File: config.mk
export PLATFORM = sky130hd
export DESIGN_NAME = acq_sequencer
export DESIGN_NICKNAME = d
export VERILOG_FILES = /design/src/rtl/acq_sequencer.sv
export SDC_FILE = /design/constraint.sdc
export NUM_CORES = 1
export LEC_CHECK = 0
export ABC_CLOCK_PERIOD_IN_PS = 3340
export CORE_MARGIN = 1.5
export CORE_UTILIZATION = 58
export CTS_CLUSTER_DIAMETER = 80
export CTS_CLUSTER_SIZE = 30
export DETAILED_ROUTE_END_ITERATION = 6
export DONT_BUFFER_PORTS = 1
export PLACE_DENSITY = 0.74
export SYNTH_ARGS = -nofsm -noshare
export SYNTH_HDL_FRONTEND = slang
export SYNTH_SLANG_ARGS = --single-unit
File: constraint.sdc
create_clock -name clk -period 3.34 [get_ports clk]
set_input_delay 0.501 -clock clk [delete_from_list [all_inputs] [get_ports clk]]
set_output_delay 0.501 -clock clk [all_outputs]
set_load 0.05 [all_outputs]
File: src/rtl/acq_sequencer.sv
// acq_sequencer: command-byte driven acquisition sequencer.
// Parses opcode bytes from a mask_bit/data handshake and steps through
// IDLE -> CLEAR -> ARM -> RUN -> HALT to drive the timetag clear,
// the detector start/stop pulses and the laser pulse sequencer enable.
// Optional feature macro: ACQ_OVERFLOW_STOP_EN
//   defined   : fifo_full during RUN ends the acquisition on the next cycle
//   undefined : fifo_full only raises the sticky overflow flag
module acq_sequencer #(
  parameter int DUR_W      = 32,
  parameter int CLR_CYCLES = 2
) (
  input  logic       clk,
  input  logic       reset,
  input  logic       mask_bit,
  input  logic [7:0] data,
  output logic       data_ack,
  input  logic       fifo_full,
  output logic       reset_counter,
  output logic       start_det,
  output logic       stop_det,
  output logic       seq_operate,
  output logic       running,
  output logic       overflow,
  output logic       done
);

  // Duration bytes per SET_DUR and the width of the byte index into it.
  localparam int NB    = DUR_W / 8;
  localparam int IDX_W = (NB > 1) ? $clog2(NB) : 1;

  // Last value of the CLEAR cycle counter before moving on to ARM.
  localparam logic [3:0] CLR_LAST = 4'(CLR_CYCLES - 1);

  localparam logic [7:0] OP_START       = 8'h01;
  localparam logic [7:0] OP_STOP        = 8'h02;
  localparam logic [7:0] OP_SET_DUR     = 8'h03;
  localparam logic [7:0] OP_START_TIMED = 8'h04;
  localparam logic [7:0] OP_CLR_OVF     = 8'h05;

  typedef enum logic [2:0] {
    S_IDLE,
    S_CLEAR,
    S_ARM,
    S_RUN,
    S_HALT
  } state_e;

  state_e             state_q, state_d;
  logic [3:0]         clrCnt_q, clrCnt_d;
  logic               dataAck_q, dataAck_d;
  logic               durActive_q, durActive_d;
  logic [IDX_W-1:0]   durIdx_q, durIdx_d;
  logic [DUR_W-1:0]   durShadow_q, durShadow_d;
  logic [DUR_W-1:0]   durLive_q, durLive_d;
  logic               timedReq_q, timedReq_d;
  logic               timed_q, timed_d;
  logic [DUR_W-1:0]   timer_q, timer_d;
  logic               overflow_q, overflow_d;
  logic               done_q, done_d;

  logic byteTake;
  logic opByte;
  logic cmdStart;
  logic cmdStop;
  logic cmdStartTimed;
  logic cmdClrOvf;
  logic timerExpire;
  logic runningNow;
  logic ovfStop;

  // A byte is consumed whenever one is offered outside the ack cycle; bytes
  // that belong to a SET_DUR payload are never decoded as opcodes.
  assign byteTake      = mask_bit && !dataAck_q;
  assign opByte        = byteTake && !durActive_q;
  assign cmdStart      = opByte && (data == OP_START);
  assign cmdStop       = opByte && (data == OP_STOP);
  assign cmdStartTimed = opByte && (data == OP_START_TIMED);
  assign cmdClrOvf     = opByte && (data == OP_CLR_OVF);

  assign timerExpire = timed_q && (timer_q == DUR_W'(1));
  assign runningNow  = (state_q == S_CLEAR) || (state_q == S_ARM) || (state_q == S_RUN);

`ifdef ACQ_OVERFLOW_STOP_EN
  assign ovfStop = fifo_full;
`else
  assign ovfStop = 1'b0;
`endif

  // SET_DUR payload capture: bytes land LSB first in the shadow register.
  always_comb begin
    durActive_d = durActive_q;
    durIdx_d    = durIdx_q;
    durShadow_d = durShadow_q;
    if (byteTake) begin
      if (durActive_q) begin
        for (int b = 0; b < NB; b++) begin
          if (durIdx_q == IDX_W'(b)) begin
            durShadow_d[b*8 +: 8] = data;
          end
        end
        if (durIdx_q == IDX_W'(NB - 1)) begin
          durActive_d = 1'b0;
          durIdx_d    = '0;
        end else begin
          durIdx_d = durIdx_q + IDX_W'(1);
        end
      end else if (data == OP_SET_DUR) begin
        durActive_d = 1'b1;
        durIdx_d    = '0;
      end
    end
  end

  // Sequencer next state, CLEAR length counter and RUN down-counter.
  always_comb begin
    state_d    = state_q;
    clrCnt_d   = clrCnt_q;
    timedReq_d = timedReq_q;
    durLive_d  = durLive_q;
    timed_d    = timed_q;
    timer_d    = timer_q;
    unique case (state_q)
      S_IDLE: begin
        if (cmdStart || cmdStartTimed) begin
          state_d    = S_CLEAR;
          clrCnt_d   = '0;
          timedReq_d = cmdStartTimed;
          if (cmdStartTimed) begin
            durLive_d = durShadow_q;
          end
        end
      end
      S_CLEAR: begin
        if (clrCnt_q == CLR_LAST) begin
          state_d = S_ARM;
        end else begin
          clrCnt_d = clrCnt_q + 4'd1;
        end
      end
      S_ARM: begin
        state_d = S_RUN;
        timer_d = durLive_q;
        timed_d = timedReq_q && (durLive_q != '0);
      end
      S_RUN: begin
        if (timer_q != '0) begin
          timer_d = timer_q - DUR_W'(1);
        end
        if (cmdStop || timerExpire || ovfStop) begin
          state_d = S_HALT;
          timed_d = 1'b0;
        end
      end
      S_HALT: begin
        state_d = S_IDLE;
      end
      default: begin
        state_d = S_IDLE;
      end
    endcase
  end

  // Sticky overflow: a new fifo_full while running wins over CLR_OVF.
  always_comb begin
    overflow_d = overflow_q;
    if (fifo_full && runningNow) begin
      overflow_d = 1'b1;
    end else if (cmdClrOvf) begin
      overflow_d = 1'b0;
    end
  end

  // Single-cycle pulses: byte acknowledge and completion after HALT.
  always_comb begin
    dataAck_d = byteTake;
    done_d    = (state_q == S_HALT);
  end

  // State and datapath registers with synchronous reset.
  always_ff @(posedge clk) begin
    if (reset) begin
      state_q     <= S_IDLE;
      clrCnt_q    <= '0;
      dataAck_q   <= 1'b0;
      durActive_q <= 1'b0;
      durIdx_q    <= '0;
      durShadow_q <= '0;
      durLive_q   <= '0;
      timedReq_q  <= 1'b0;
      timed_q     <= 1'b0;
      timer_q     <= '0;
      overflow_q  <= 1'b0;
      done_q      <= 1'b0;
    end else begin
      state_q     <= state_d;
      clrCnt_q    <= clrCnt_d;
      dataAck_q   <= dataAck_d;
      durActive_q <= durActive_d;
      durIdx_q    <= durIdx_d;
      durShadow_q <= durShadow_d;
      durLive_q   <= durLive_d;
      timedReq_q  <= timedReq_d;
      timed_q     <= timed_d;
      timer_q     <= timer_d;
      overflow_q  <= overflow_d;
      done_q      <= done_d;
    end
  end

  assign data_ack      = dataAck_q;
  assign reset_counter = (state_q == S_CLEAR);
  assign start_det     = (state_q == S_ARM);
  assign stop_det      = (state_q == S_HALT);
  assign seq_operate   = (state_q == S_ARM) || (state_q == S_RUN);
  assign running       = runningNow;
  assign overflow      = overflow_q;
  assign done          = done_q;

endmodule

## After elaboration in Yosys (flattened, before gate mapping)

Index checks and enable logic that the tools add are counted.

| storage, ports and cells | value |
|---|---|
| register bits after elaboration | 111 |
| bits of input ports | 12 |
| output and inout port bits | 8 |
| logic and storage cells | 91 |

| cells by class | value |
|---|---|
| add/sub/neg operators | 3 |
| equal/unequal tests | 19 |
| multiplexer cells | 19 |
| reduce and logical (&&, ||, !) cells | 35 |

Operators with widths:

| cell | number |
|---|---|
| case mux 32 bit (2 select lines) | 1 |
| nonzero test 32 bit | 2 |
| equality test 32 x 1 -> 1 bit, second input constant | 1 |
| two-way mux 32 bit | 1 |
| subtractor 32 x 1 -> 32 bit, second input constant | 1 |
| AND reduction 3 bit | 7 |
| equality test 8 x 2 -> 1 bit, second input constant | 2 |
| equality test 8 x 3 -> 1 bit, second input constant | 2 |
| case mux 3 bit (4 select lines) | 1 |
| logical AND 1 bit | 9 |
| two-way mux 3 bit | 3 |
| equality test 8 x 1 -> 1 bit, second input constant | 1 |
| two-way mux 4 bit | 2 |
| case mux 4 bit (2 select lines) | 1 |
| AND reduction 2 bit | 4 |
| nonzero test 2 bit | 4 |
| equality test 3 x 2 -> 1 bit, second input constant | 2 |
| two-way mux 1 bit | 6 |
| two-way mux 2 bit | 3 |
| inequality test 2 x 1 -> 1 bit, second input constant | 3 |
| logical OR 1 bit | 5 |
| adder 4 x 1 -> 4 bit, second input constant | 1 |
| equality test 2 bit, second input constant | 2 |
| equality test 4 x 1 -> 1 bit, second input constant | 1 |
| other kinds (9) | 11 |

## Depth between registers and ports, before layout

Gate-level depths: netlist of run 1.

| logic depth | value |
|---|---|
| depth in word-level cells | 7 |
| depth in mapped cells | 10 |
| gate-level depth less buffers | 8 |

## Worst setup path before layout of run 1

Ideal clock, no wire load.

| path | value |
|---|---|
| kind | input port to flip-flop |
| start | input data[4] |
| end | register timed_q |
| arrival time | 2.253 ns |
| required time | 3.208 ns |
| path slack | 0.955 ns |
| stages | 6 |
| buffers on the path | 0 |
| path through | or4_4 -> or4b_1 -> or4_4 -> nor3b_1 -> o21ai_1 -> a21oi_1 |

| between the ends | value |
|---|---|
| longest elaborated chain between the ends | 5 |

RTL lines:

| what | line | source |
|---|---|---|
| from (decl) | 15 | `input logic [7:0] data,` |
| equality test 8 x 2 -> 1 bit | 76 | `assign cmdStop = opByte && (data == OP_STOP);` |
| logical AND 1 bit | 76 |  |
| logical OR 1 bit | 149 | `if (cmdStop \|\| timerExpire \|\| ovfStop) begin` |
| inequality test 2 x 1 -> 1 bit (no line) | -- |  |
| AND reduction 2 bit (no line) | -- |  |
| to (signal assigned) | 203 | `timed_q <= timed_d;` |
| to (decl) | 56 | `logic timed_q, timed_d;` |

Every way passes these cells.
A chain may end at the register's enable or synchronous reset.

## Final worst setup path of run 1

| path | value |
|---|---|
| start | register timer_q[10] |
| end | register timer_q[20] |

| between the ends | value |
|---|---|
| longest elaborated chain between the ends | 3 |
| elaborated cells between the ends (all ways) | 6 |
| classes of those cells | add/sub: 1; eq/ne: 1; mux: 2; reduce/logical: 2 |

RTL lines:

| what | line | source |
|---|---|---|
| from (decl) | 57 | `logic [DUR_W-1:0] timer_q, timer_d;` |
| from (signal assigned) | 204 | `timer_q <= timer_d;` |
| subtractor 32 x 1 -> 32 bit or nonzero test 32 bit (tied branches) | 147, 146 |  |
| two-way mux 32 bit or inequality test 2 x 1 -> 1 bit (tied branches) | -- |  |
| case mux 32 bit (2 select lines) or AND reduction 2 bit (tied branches) | -- |  |

Several ways; a longest one is shown, not always the timed one. The select of a mux whose other input is x is not followed.

==> results of run 1 <==
-- worst paths after layout --
path,endpoint,from,depth (start not counted)
max,timer_q[20]$_SDFFE_PP0P_,timer_q[10]$_SDFFE_PP0P_,7
min,timer_q[18]$_SDFFE_PP0P_,reset,1
max reg2reg,timer_q[20]$_SDFFE_PP0P_,timer_q[10]$_SDFFE_PP0P_,7
min reg2reg,durShadow_q[3]$_SDFFE_PP0P_,durShadow_q[3]$_SDFFE_PP0P_,2
-- per-stage QoR --
stage	hold WS (ns)	util, %	area, um^2	power (mW)	instances
6_report	0.190	62.8	5450	2.40	783
5_1_grt	0.166	62.8	5450	2.49	783
4_1_cts	0.172	62.8	5450	2.42	783
3_5_place_dp	0.440	60.1	5210	1.53	767
3_3_place_gp	0.436	60.1	5210	1.53	767
2_1_floorplan	0.432	-	5190	1.52	692
-- layout make-up --
type | count | area, um^2 | share of cell area (%)
clock buffer | 9 | 124 | 2.27
clock inverter | 7 | 110 | 2.02
inverter | 14 | 52.6 | 0.965
multi-input combinational | 526 | 2740 | 50.4
sequential | 111 | 2220 | 40.8
tap | 108 | 135 | 2.48
timing repair buffer | 8 | 60.1 | 1.10
-- cells by family after synthesis --
kind of cell	count (synthesis)	share of synthesized area, %
flops	111	42.8
buf+inv	55	4.55
compound gates	181	20.3
mux	1	0.193
simple gates	332	29.6
fa+ha+maj	8	1.93
xor+xnor	4	0.675
-- sequential cells by signal, indices dropped and copies added (netlist names), 2 cells and up --
register,cells
durIdx_q,2
clrCnt_q,4
timer_q,32
durShadow_q,32
state_q,3
durLive_q,32
-- cells in the final DEF, fill, tap and decap left out, types with 6 or more instances in the layout --
cell,instances
nand2_1,186
dfxtp_1,111
a21oi_1,109
nor2_1,38
nor3_1,20
nor4_1,16
o21ai_0,14
inv_1,13
nand4_1,11
and3_1,10
o21ai_1,10
or3_1,9
nand3_1,9
clkbuf_8,9
o32ai_1,8
ha_1,8
buf_4,8
nand2b_1,6
o31ai_1,6
-- worst max-delay path: cells and delay by family (launching register included) --
kind                   cells  cell delay, ns
and+or+nand+nor            4            1.73
DFF                        1            0.37
buffers and inverters      1            0.27
AOI/OAI and AO/OA          2            0.32
-- per-layer routing --
layer	up-vias	global-route usage [%]	share of wire [%]
li1	2382	-	-
met1	2257	35.2	43
met4	0	10.3	1.7
met3	26	6.47	7.9
met5	-	0	0
met2	216	44.0	47
-- power by group through the flow --
stage / registers, mW / logic (mW) / clock network [mW]
floorplan: 1.38 / 0.149 / 0
global placement: 1.38 / 0.154 / 0
detailed placement: 1.38 / 0.156 / 0
CTS: 1.35 / 0.157 / 0.911
global route: 1.35 / 0.174 / 0.969
finish: 1.35 / 0.160 / 0.892
==> impl_metrics.tcl, run 1 <==
set metrics [dict create \
    post-place-ws_ns 0.643 \
    synth_edf_count 0 \
    drt-pass1-iter-count 5 \
    grt_setup_unrepaired "false" \
    start_util_pct 59.8 \
    core_area_um2 8680 \
    grt_pass1_vias 4493 \
    dieArea_um2 9530 \
    synth_ff_type "dfxtp_1" \
    yosysSeqAreaShare_pct 42.8 \
    synth_area_um2 5190 \
    cellPowerDensity_nw_per_um2 441 \
    synth_area_leaders "dfxtp_1, nand2_1, a21oi_1" \
    synth_common_cells "nand2_1, dfxtp_1, a21oi_1, nor2_1, clkbuf_1" \
    grt_usage_pct 27.2 \
    crit_chain "nor4_1 > nand4_1 > nor4_1 > nor2_1 > buf_4 > a211o_1 > o31ai_1" \
    cts_tree "yes" \
    ys_ff_latch 111 \
    routedWlPerCell_um 16.4 \
    grt_max_degree 112 \
    drive_above_1_share_pct 5.93 \
    hpwl_um 8980 \
    drc 0 \
    syn_area_per_cell_um2 7.51 \
    crit_path_end_kind "flop" \
    cpMostUsedCell "nor4_1" \
    numCtsBuffers 9 \
    post-synth-top-count-cell "nand2_1" \
    drv_cap 0 \
    cts_sinks 111 \
    hold_viol 0 \
    max_freq_ghz 0.361 \
    port-buffer-count 0 \
    setup.worst_path.class "flop to flop" \
    hold_buffers 0 \
    pin_count 20 \
    yosysWarningCount 0 \
    min_period_over_period_pct 82.9 \
    row_count 34 \
    clk_pin_slew_ns 0.11 \
    synthArstFlopShare_pct 0 \
    hold_class "primary input to flop" \
    grt_pass1_wl_um 21300 \
    drv_slew 0 \
    nNetsFinal 690 \
    die_h_um 97.6 \
    synth.largest_area_cell "dfxtp_1" \
    worstPathArrival_ns 3.06 \
    finalWirelength_um 12800 \
    vdd_ir_drop_max_mv 0.228 \
    overflow 0 \
    syn_to_final_growth_pct 4.87 \
    synth.net_count 712 \
    p_clk_share_pct 37.2 \
    critPathSlowestCell "nor4_1" \
    postRouteAntennaNets 0 \
    nFillCells 815 \
    critPathMaxStageDelay_ns 0.67 \
    cts_resized 0 \
    cp_max_fo 13 \
    status "finished, final reports clean" \
    ctsLongestPathBuffers 2 \
    p_comb_share_pct 6.7 \
    syn-instance-count 692 \
    drt_iter0_drc 351 \
    die_w_um 97.6 \
    postCtsSetupRepairBufs 0 \
    antenna_found_initial 0 \
    p_int_mw 1.75 \
    finClkSkew_ns 0.0165 \
    num_vias 4881 \
    min_period_ns 2.77 \
    yosysUniqueCellTypes 58 \
    worstPathRequired_ns 3.63 \
    h-tree-depth 3 \
    diodes 0 \
    p_leak_nw 1.84 \
    insertion_delay_ns 0.38 \
    setup_ws_ns 0.570 \
    place.gp.congestion 0.932 \
    root_buffer "clkbuf_8" \
    slew-limit-headroom_pct 32.0 \
    seqPwrFrac_pct 56.2 \
    synth_top_cell_area_share_pct 42.8 \
    rrSetupSlack_ns 0.57 \
    tightestPinTransition_ns 1.02 \
    cp-start-kind "flop" \
    tns_ns 0 \
    finalSetupViolCount 0 \
    p_sw_mw 0.648 \
    vias_per_cell 6.23 \
    sw_frac_of_total_pct 27.0 \
]
Note: power is estimated with default switching activity, not from simulation.
==> inputs of run 2 (changes only) <==
Settings changed: ABC_CLOCK_PERIOD_IN_PS 3340 to 2300, CORE_UTILIZATION 58 to 57, PLACE_DENSITY 0.74 to 0.75.
Clock period 3.34 ns to 2.3 ns, I/O delays scaled along.
==> run 2 against run 1 <==
Clock skew up 0.0011 ns. Sequential share of layout area down 1.6 points. Wire length grew 4.7%. Critical path depth stayed put. First-iteration DRC count down 0.57%. Critical endpoint is now timer_q[4]$_SDFFE_PP0P_. Largest cell class unchanged.
==> impl_metrics.tcl, run 2 (synthesis gave the netlist of run 1 again) <==
set metrics [dict create \
    hpwl_um 9370 \
    fin_util_pct 64.6 \
    finClkSkew_ns 0.0176 \
    cts_sinks 111 \
    multi_input_area_um2 2760 \
    start_util_pct 59.3 \
    grt_pass1_vias 4594 \
    finalSetupViolCount 0 \
    finalWirelength_um 13400 \
    place.gp.congestion 0.897 \
    place_inst 792 \
    cts_tree "yes" \
    postRouteAntennaNets 0 \
    postCtsSetupRepairBufs 0 \
    overflow 0 \
    crit_path_end_kind "flop" \
    vdd_ir_drop_max_mv 0.369 \
    cp-start-kind "flop" \
    syn_to_final_growth_pct 9.01 \
    worstPathRequired_ns 2.57 \
    tightestPinTransition_ns 0.583 \
    hold_class "primary input to flop" \
    status "finished, final reports clean" \
    max_freq_ghz 0.449 \
    nNetsFinal 715 \
    diodes 0 \
    die_w_um 98.5 \
    drt-pass1-iter-count 5 \
    layout.area.seq_um2 2220 \
    p_leak_nw 1.96 \
    hold_viol 0 \
    vias_per_cell 6.12 \
    port-buffer-count 0 \
    h-tree-depth 3 \
    drive_above_1_share_pct 9.57 \
    drv_cap 0 \
    die_h_um 98.5 \
    reg_top3 "durLive_q: 32 flops, durShadow_q: 32 flops, timer_q: 32 flops" \
    timing.rr.start "timer_q[28]$_SDFFE_PP0P_" \
    grt_max_degree 112 \
    cp_max_fo 33 \
    cellPowerDensity_nw_per_um2 600 \
    grt_usage_pct 27.9 \
    setup.worst_path.class "flop to flop" \
    antenna_found_initial 0 \
    ctsLongestPathBuffers 2 \
    drt_iter0_drc 349 \
    dieArea_um2 9690 \
    core_area_um2 8760 \
    hold_depth 1 \
    insertion_delay_ns 0.38 \
    drv_slew 0 \
    min_from "reset" \
    routedWlPerCell_um 16.6 \
    reg2reg_depth 7 \
    min_period_over_period_pct 96.8 \
    num_vias 4947 \
    clk_pin_slew_ns 0.12 \
    grt_pass1_wl_um 22200 \
    drc 0 \
    layout_common_cells "nand2_1, dfxtp_1, a21oi_1" \
    row_count 34 \
    startpoint "timer_q[28]$_SDFFE_PP0P_" \
    layout.cells.non_filler 808 \
    root_buffer "clkbuf_8" \
    numCtsBuffers 9 \
    slew-limit-headroom_pct 61.1 \
    final_common_cell "nand2_1" \
    worstPathArrival_ns 2.50 \
    rrSetupSlack_ns 0.07 \
    nFillCells 762 \
    pin_count 20 \
    min_period_ns 2.23 \
]
==> run 2: power breakdown <==
group	total (mW)	switching [mW]	internal (mW)	leakage (nW)
registers	1.95	0.0188	1.93	0.894
logic	0.281	0.189	0.0922	0.974
clock network	1.17	0.740	0.425	0.0959
==> run 2: per-layer routing <==
metal | vias up | global-route usage [%] | part of all wire (%)
li1 | 2436 | - | -
met3 | 26 | 4.47 | 7.6
met5 | - | 0 | 0
met4 | 0 | 9.64 | 2.0
met2 | 220 | 45.7 | 47
met1 | 2265 | 37.7 | 43
==> run 2: timing repair <==
| action | 4_1_cts | 5_1_grt |
|---|---|---|
| setup endpoints to repair | 0 | 26 |
| hold buffers | 0 | 0 |
| resized for setup | 0 | 2 |
| endpoints found under the hold margin | 0 | 0 |
==> run 2: worst paths after layout <==
path                                                    to
worst max-delay path               timer_q[4]$_SDFFE_PP0P_
worst max register to register     timer_q[4]$_SDFFE_PP0P_
worst min-delay path              timer_q[25]$_SDFFE_PP0P_
worst min register to register  durLive_q[17]$_SDFFE_PP0P_
==> run 2: metrics by stage <==
stage | setup TNS, ns | power, mW | hold slack [ns] | cell area, um^2 | setup WS [ns]
after global routing | -0.0771 | 3.49 | 0.0120 | 5660 | -0.0367
after global placement | -0.0164 | 2.26 | 0.424 | 5450 | -0.0164
final | 0 | 3.40 | 0.0235 | 5660 | 0.0738
after detailed placement | -0.0103 | 2.27 | 0.424 | 5450 | -0.0103
after floorplan | 0 | 2.21 | 0.432 | 5190 | 0.0634
after CTS | 0 | 3.40 | 0.0160 | 5650 | 0.0617
==> run 2: cell type report <==
cell class / instances / area share [%]
multi-input combinational: 526 / 48.7
sequential: 111 / 39.2
timing repair buffer: 33 / 5.26
tap: 108 / 2.39
clock buffer: 9 / 2.19
clock inverter: 7 / 1.33
inverter: 14 / 0.928
==> run 2: critical path: stages (launching register included) <==
cell,delay (ns)
dfxtp_1,0.33
or4_4,0.52
or2_4,0.26
nor4_2,0.31
nand2b_1,0.20
buf_12,0.20
nor3_1,0.08
a31o_2,0.21
==> edit 1: new RTL, settings of run 2 <==
Register the output `overflow` once more; this adds one clock of latency there. The other outputs are not delayed to match.
--- a/src/rtl/acq_sequencer.sv
+++ b/src/rtl/acq_sequencer.sv
@@ -214,5 +214,7 @@
   assign seq_operate   = (state_q == S_ARM) || (state_q == S_RUN);
   assign running       = runningNow;
-  assign overflow      = overflow_q;
+  always_ff @(posedge clk) begin
+    overflow <= overflow_q;
+  end
   assign done          = done_q;
 
Formal check against the unedited RTL: not equivalent (Yosys sat finds a counterexample within 4 cycles, from zero or initial values and one cycle with reset high).
==> edit 1 against run 2 <==
- wire length rose by 1.2%
- total power rose by 4.7%
- largest power group unchanged
- sequential cell count rose by 1
- critical endpoint is now timer_q[3]
- critical path type unchanged
- area after synthesis rose by 0.39%
- sequential share of layout area fell by 0.36 points
- final area rose by 1.8%
- setup slack got worse by 0.012 ns
- combinational power rose by 4%
- highest routed layer unchanged
==> edit 1: results <==
set metrics [dict create \
    outcome "completed" \
    critPathArrivalTime_ns 2.52 \
    globalRouteMet1Util 0.391 \
    grt_pass1_vias 4611 \
    vias 4998 \
    p_sw_frac 0.271 \
    r2r_cells 8 \
    synth_seq_area_share 0.430 \
    routed_wirelength_um 13600 \
    cts_root_buf "clkbuf_8" \
    use_met2 0.470 \
    max_slew_margin 0.588 \
    dpl.hpwl_um 9600 \
    p_leak_nw 2.03 \
    routabilityCongestion 0.913 \
    cp_max_fo 11 \
    synthAdderAreaFrac 0.0192 \
    synthMuxAreaShare 0.00192 \
    hold-path-endpoint "timer_q[22]" \
    synthFlopType "dfxtp_1" \
    nNetsFinal 719 \
    drt-initial-drc-count 334 \
    seqPwrFrac 0.555 \
    crit_path_max_incr_delay_ns 0.55 \
    synth_compound_area_frac 0.202 \
    grtUsageTotal 0.287 \
    met1_length_um 6090 \
    routedWlPerCell_um 16.7 \
    route.met3.wl_um 1020 \
    post-route-min-period_ns 2.24 \
    fin_skew_ns 0.0132 \
    antenna_found_initial 0 \
    r2r_start "timer_q[27]" \
    synthXorXnorAreaFrac 0.00672 \
    synthCells 693 \
    cp-endpoint "timer_q[3]" \
    dp.cells 796 \
    grt_use_met3 0.0624 \
    drive_gt1_frac 0.104 \
    placed_cell_area_sq_mm 0.00551 \
    peakVddDrop_uv 350 \
    grt_pass1_wl_um 22600 \
    timing.hold.ws_ns 0.0186 \
    synthesis.nets 713 \
    crit_path_start "timer_q[27]" \
    met2WireLength_um 6330 \
    yosys-top-cells-area "dfxtp_1 43%, nand2_1 13%, a21oi_1 10%, nor2_1 2.7%, clkbuf_1 2.5%" \
]
[edit 1: layout make-up]
cell class / instances / area [sq um]
multi-input cells: 526 / 2780
flip-flops and latches: 112 / 2240
clock buffers: 9 / 124
well taps: 108 / 135
fillers: 764 / 3040
clock inverters: 7 / 100
inverters: 14 / 52.6
repair buffers: 36 / 333
[edit 1: power groups by stage]
stage,clock network [mW],registers (mW),logic [mW]
floorplan,0,2.02,0.217
global placement,0,2.02,0.273
detailed placement,0,2.02,0.279
CTS,1.30,1.97,0.281
global route,1.39,1.98,0.313
finish,1.29,1.97,0.293
[edit 1: what timing repair did]
item,CTS,global route
endpoints found under the hold margin,0,0
gates resized for setup,0,6
endpoints found under the setup margin,0,10
[edit 1: cell families after synthesis]
logic type	after synthesis
AND/OR/NAND/NOR	332
AO/OA/AOI/OAI	181
flip-flops	112
buffers and inverters	55
adder cells (fa/ha/maj)	8
XOR/XNOR	4
multiplexers	1
==> edit 2: new RTL, config.mk and constraints of run 2 <==
Made on the original files. `DUR_W`: 32 -> 16.
--- a/src/rtl/acq_sequencer.sv
+++ b/src/rtl/acq_sequencer.sv
@@ -7,5 +7,5 @@
 //   undefined : fifo_full only raises the sticky overflow flag
 module acq_sequencer #(
-  parameter int DUR_W      = 32,
+  parameter int DUR_W      = 16,
   parameter int CLR_CYCLES = 2
 ) (
Check against the original RTL: not equivalent (a bounded check fails within 10 cycles, from zero or initial values and one cycle with reset high).
==> edit 2 against run 2 <==
- synthesized cell count shrank 48%
- area after synthesis is 44% lower
- setup slack improved by 0.14 ns
- cell count decreased by 46%
- final area down 43%
- via count down 48%
- die area down 43%
- total power decreased by 39%
- first-iteration DRC count down 21%
- sequential cell count down 49
- critical endpoint is now durLive_q[11]
- count of clock-buffer cells in the layout grew 3
- clock power down 18%
- wire length is 52% lower
==> edit 2: results <==
set metrics [dict create \
    cts_buffer_depth 2 \
    grtUsageTotal 0.258 \
    cp_top_family "simple AND/OR/NAND/NOR gates" \
    crit_path_max_incr_delay_ns 0.52 \
    antennaDiodeCount 0 \
    drive_gt1_frac 0.129 \
    maxCapViolations 0 \
    internal-power_mw 1.64 \
    cts_resized 0 \
    cts_root_buf "clkbuf_8" \
    antenna_found_initial 0 \
    yosys-top-cells-area "dfxtp_1 43%, a21oi_1 8.3%, nand2_1 6.6%, nor2_1 5.6%, mux2i_1 5.6%" \
    grt_max_degree 56 \
    hold_class "in2reg" \
    max_slew_margin 0.651 \
    synthCells 357 \
    dpl.hpwl_um 4420 \
    insertion_delay_ns 0.34 \
    via_per_inst 5.83 \
    yosysTopAreaCellShare 0.431 \
    largestRegisters "durLive_q x16, durShadow_q x16, timer_q x16" \
    fin_skew_ns 0.00700 \
    critPathArrivalTime_ns 2.32 \
    drt-initial-drc-count 275 \
    peakVddDrop_uv 366 \
    synthesis.nets 373 \
    yosysWarnings 0 \
    routedWlPerCell_um 14.6 \
    routed_wirelength_um 6410 \
    cts_made_buffers 9 \
    dpl_worst_slack_ns 0.0947 \
    post_cts_buffers 0 \
    nNetsFinal 384 \
    grt_pass1_wl_um 10700 \
    dp.cells 424 \
    yosysUniqueCellTypes 46 \
    path_clk_slew_ns 0.06 \
    cp_max_fo 17 \
    async_flop_share 0 \
    routabilityCongestion 0.830 \
    postRouteAntennaNets 0 \
    h-tree-depth 3 \
    n_fill_cell 414 \
    cp_slowest_cell "or4b_1" \
    grt_pass1_vias 2262 \
    portBuffers 0 \
    outcome "completed" \
    synth_common_cells "62 x dfxtp_1, 51 x nand2_1, 48 x a21oi_1" \
    firstDrtPassIters 5 \
    p_leak_nw 1.11 \
    synth_seq_area_share 0.431 \
]
## edit 2: cell count changes after synthesis, moves of 7 or more
cell and change:
o21ai_1 -10, clkbuf_1 -19, mux2i_1 +15, dfxtp_1 -49, o32ai_1 -7, nand2_1 -136
or3_1 -7, or2_2 +7, nor3_1 -11, a21oi_1 -61
## edit 2: kinds of logic after synthesis
family                   synth area share
adder cells (fa/ha/maj)            0.0174
AO/OA/AOI/OAI                       0.170
XOR/XNOR                           0.0122
AND/OR/NAND/NOR                     0.272
flip-flops                          0.431
buffers and inverters              0.0421
multiplexers                       0.0556
## edit 2: final cells by class
cell class                 count  area, sq um  area share
multi-input combinational    269         1520       0.472
timing repair buffer          19          155      0.0481
clock buffer                  12          155      0.0481
sequential                    62         1240       0.384
clock inverter                 3         43.8      0.0136
tap                           67         83.8      0.0260
inverter                       7         26.3     0.00814
## edit 2: routing by layer
layer / global-route usage / routed length (um) / up-vias
li1: - / - / 1281
met1: 0.357 / 3100 / 1182
met2: 0.381 / 2850 / 84
met3: 0.0691 / 357 / 12
met4: 0.105 / 104 / 0
met5: 0 / 0 / -
## edit 2: power groups by stage
stage          registers [mW]  logic (mW)  clock network [mW]
6_report                 1.08      0.0220               0.963
3_5_place_dp             1.10      0.0220                   0
4_1_cts                  1.08      0.0221               0.983
3_3_place_gp             1.10      0.0215                   0
5_1_grt                  1.07      0.0238                1.03
2_1_floorplan            1.10      0.0270                   0
## edit 2: worst paths after layout
kind | depth (start not counted) | end | start | slack (ns)
max | 6 | durLive_q[11] | durActive_q | 0.21
min | 1 | timer_q[1] | reset | 0.07
max reg2reg | 6 | durLive_q[11] | durActive_q | 0.21
min reg2reg | 2 | durShadow_q[3] | durShadow_q[3] | 0.46
## edit 2: metrics by stage
stage	area (sq um)	utilization	hold slack (ns)
finish	3230	0.675	0.0715
global route	3230	0.675	0.0512
CTS	3230	0.675	0.0569
detailed placement	3030	0.633	0.420
global placement	3030	0.633	0.419
floorplan	2890	-	0.436
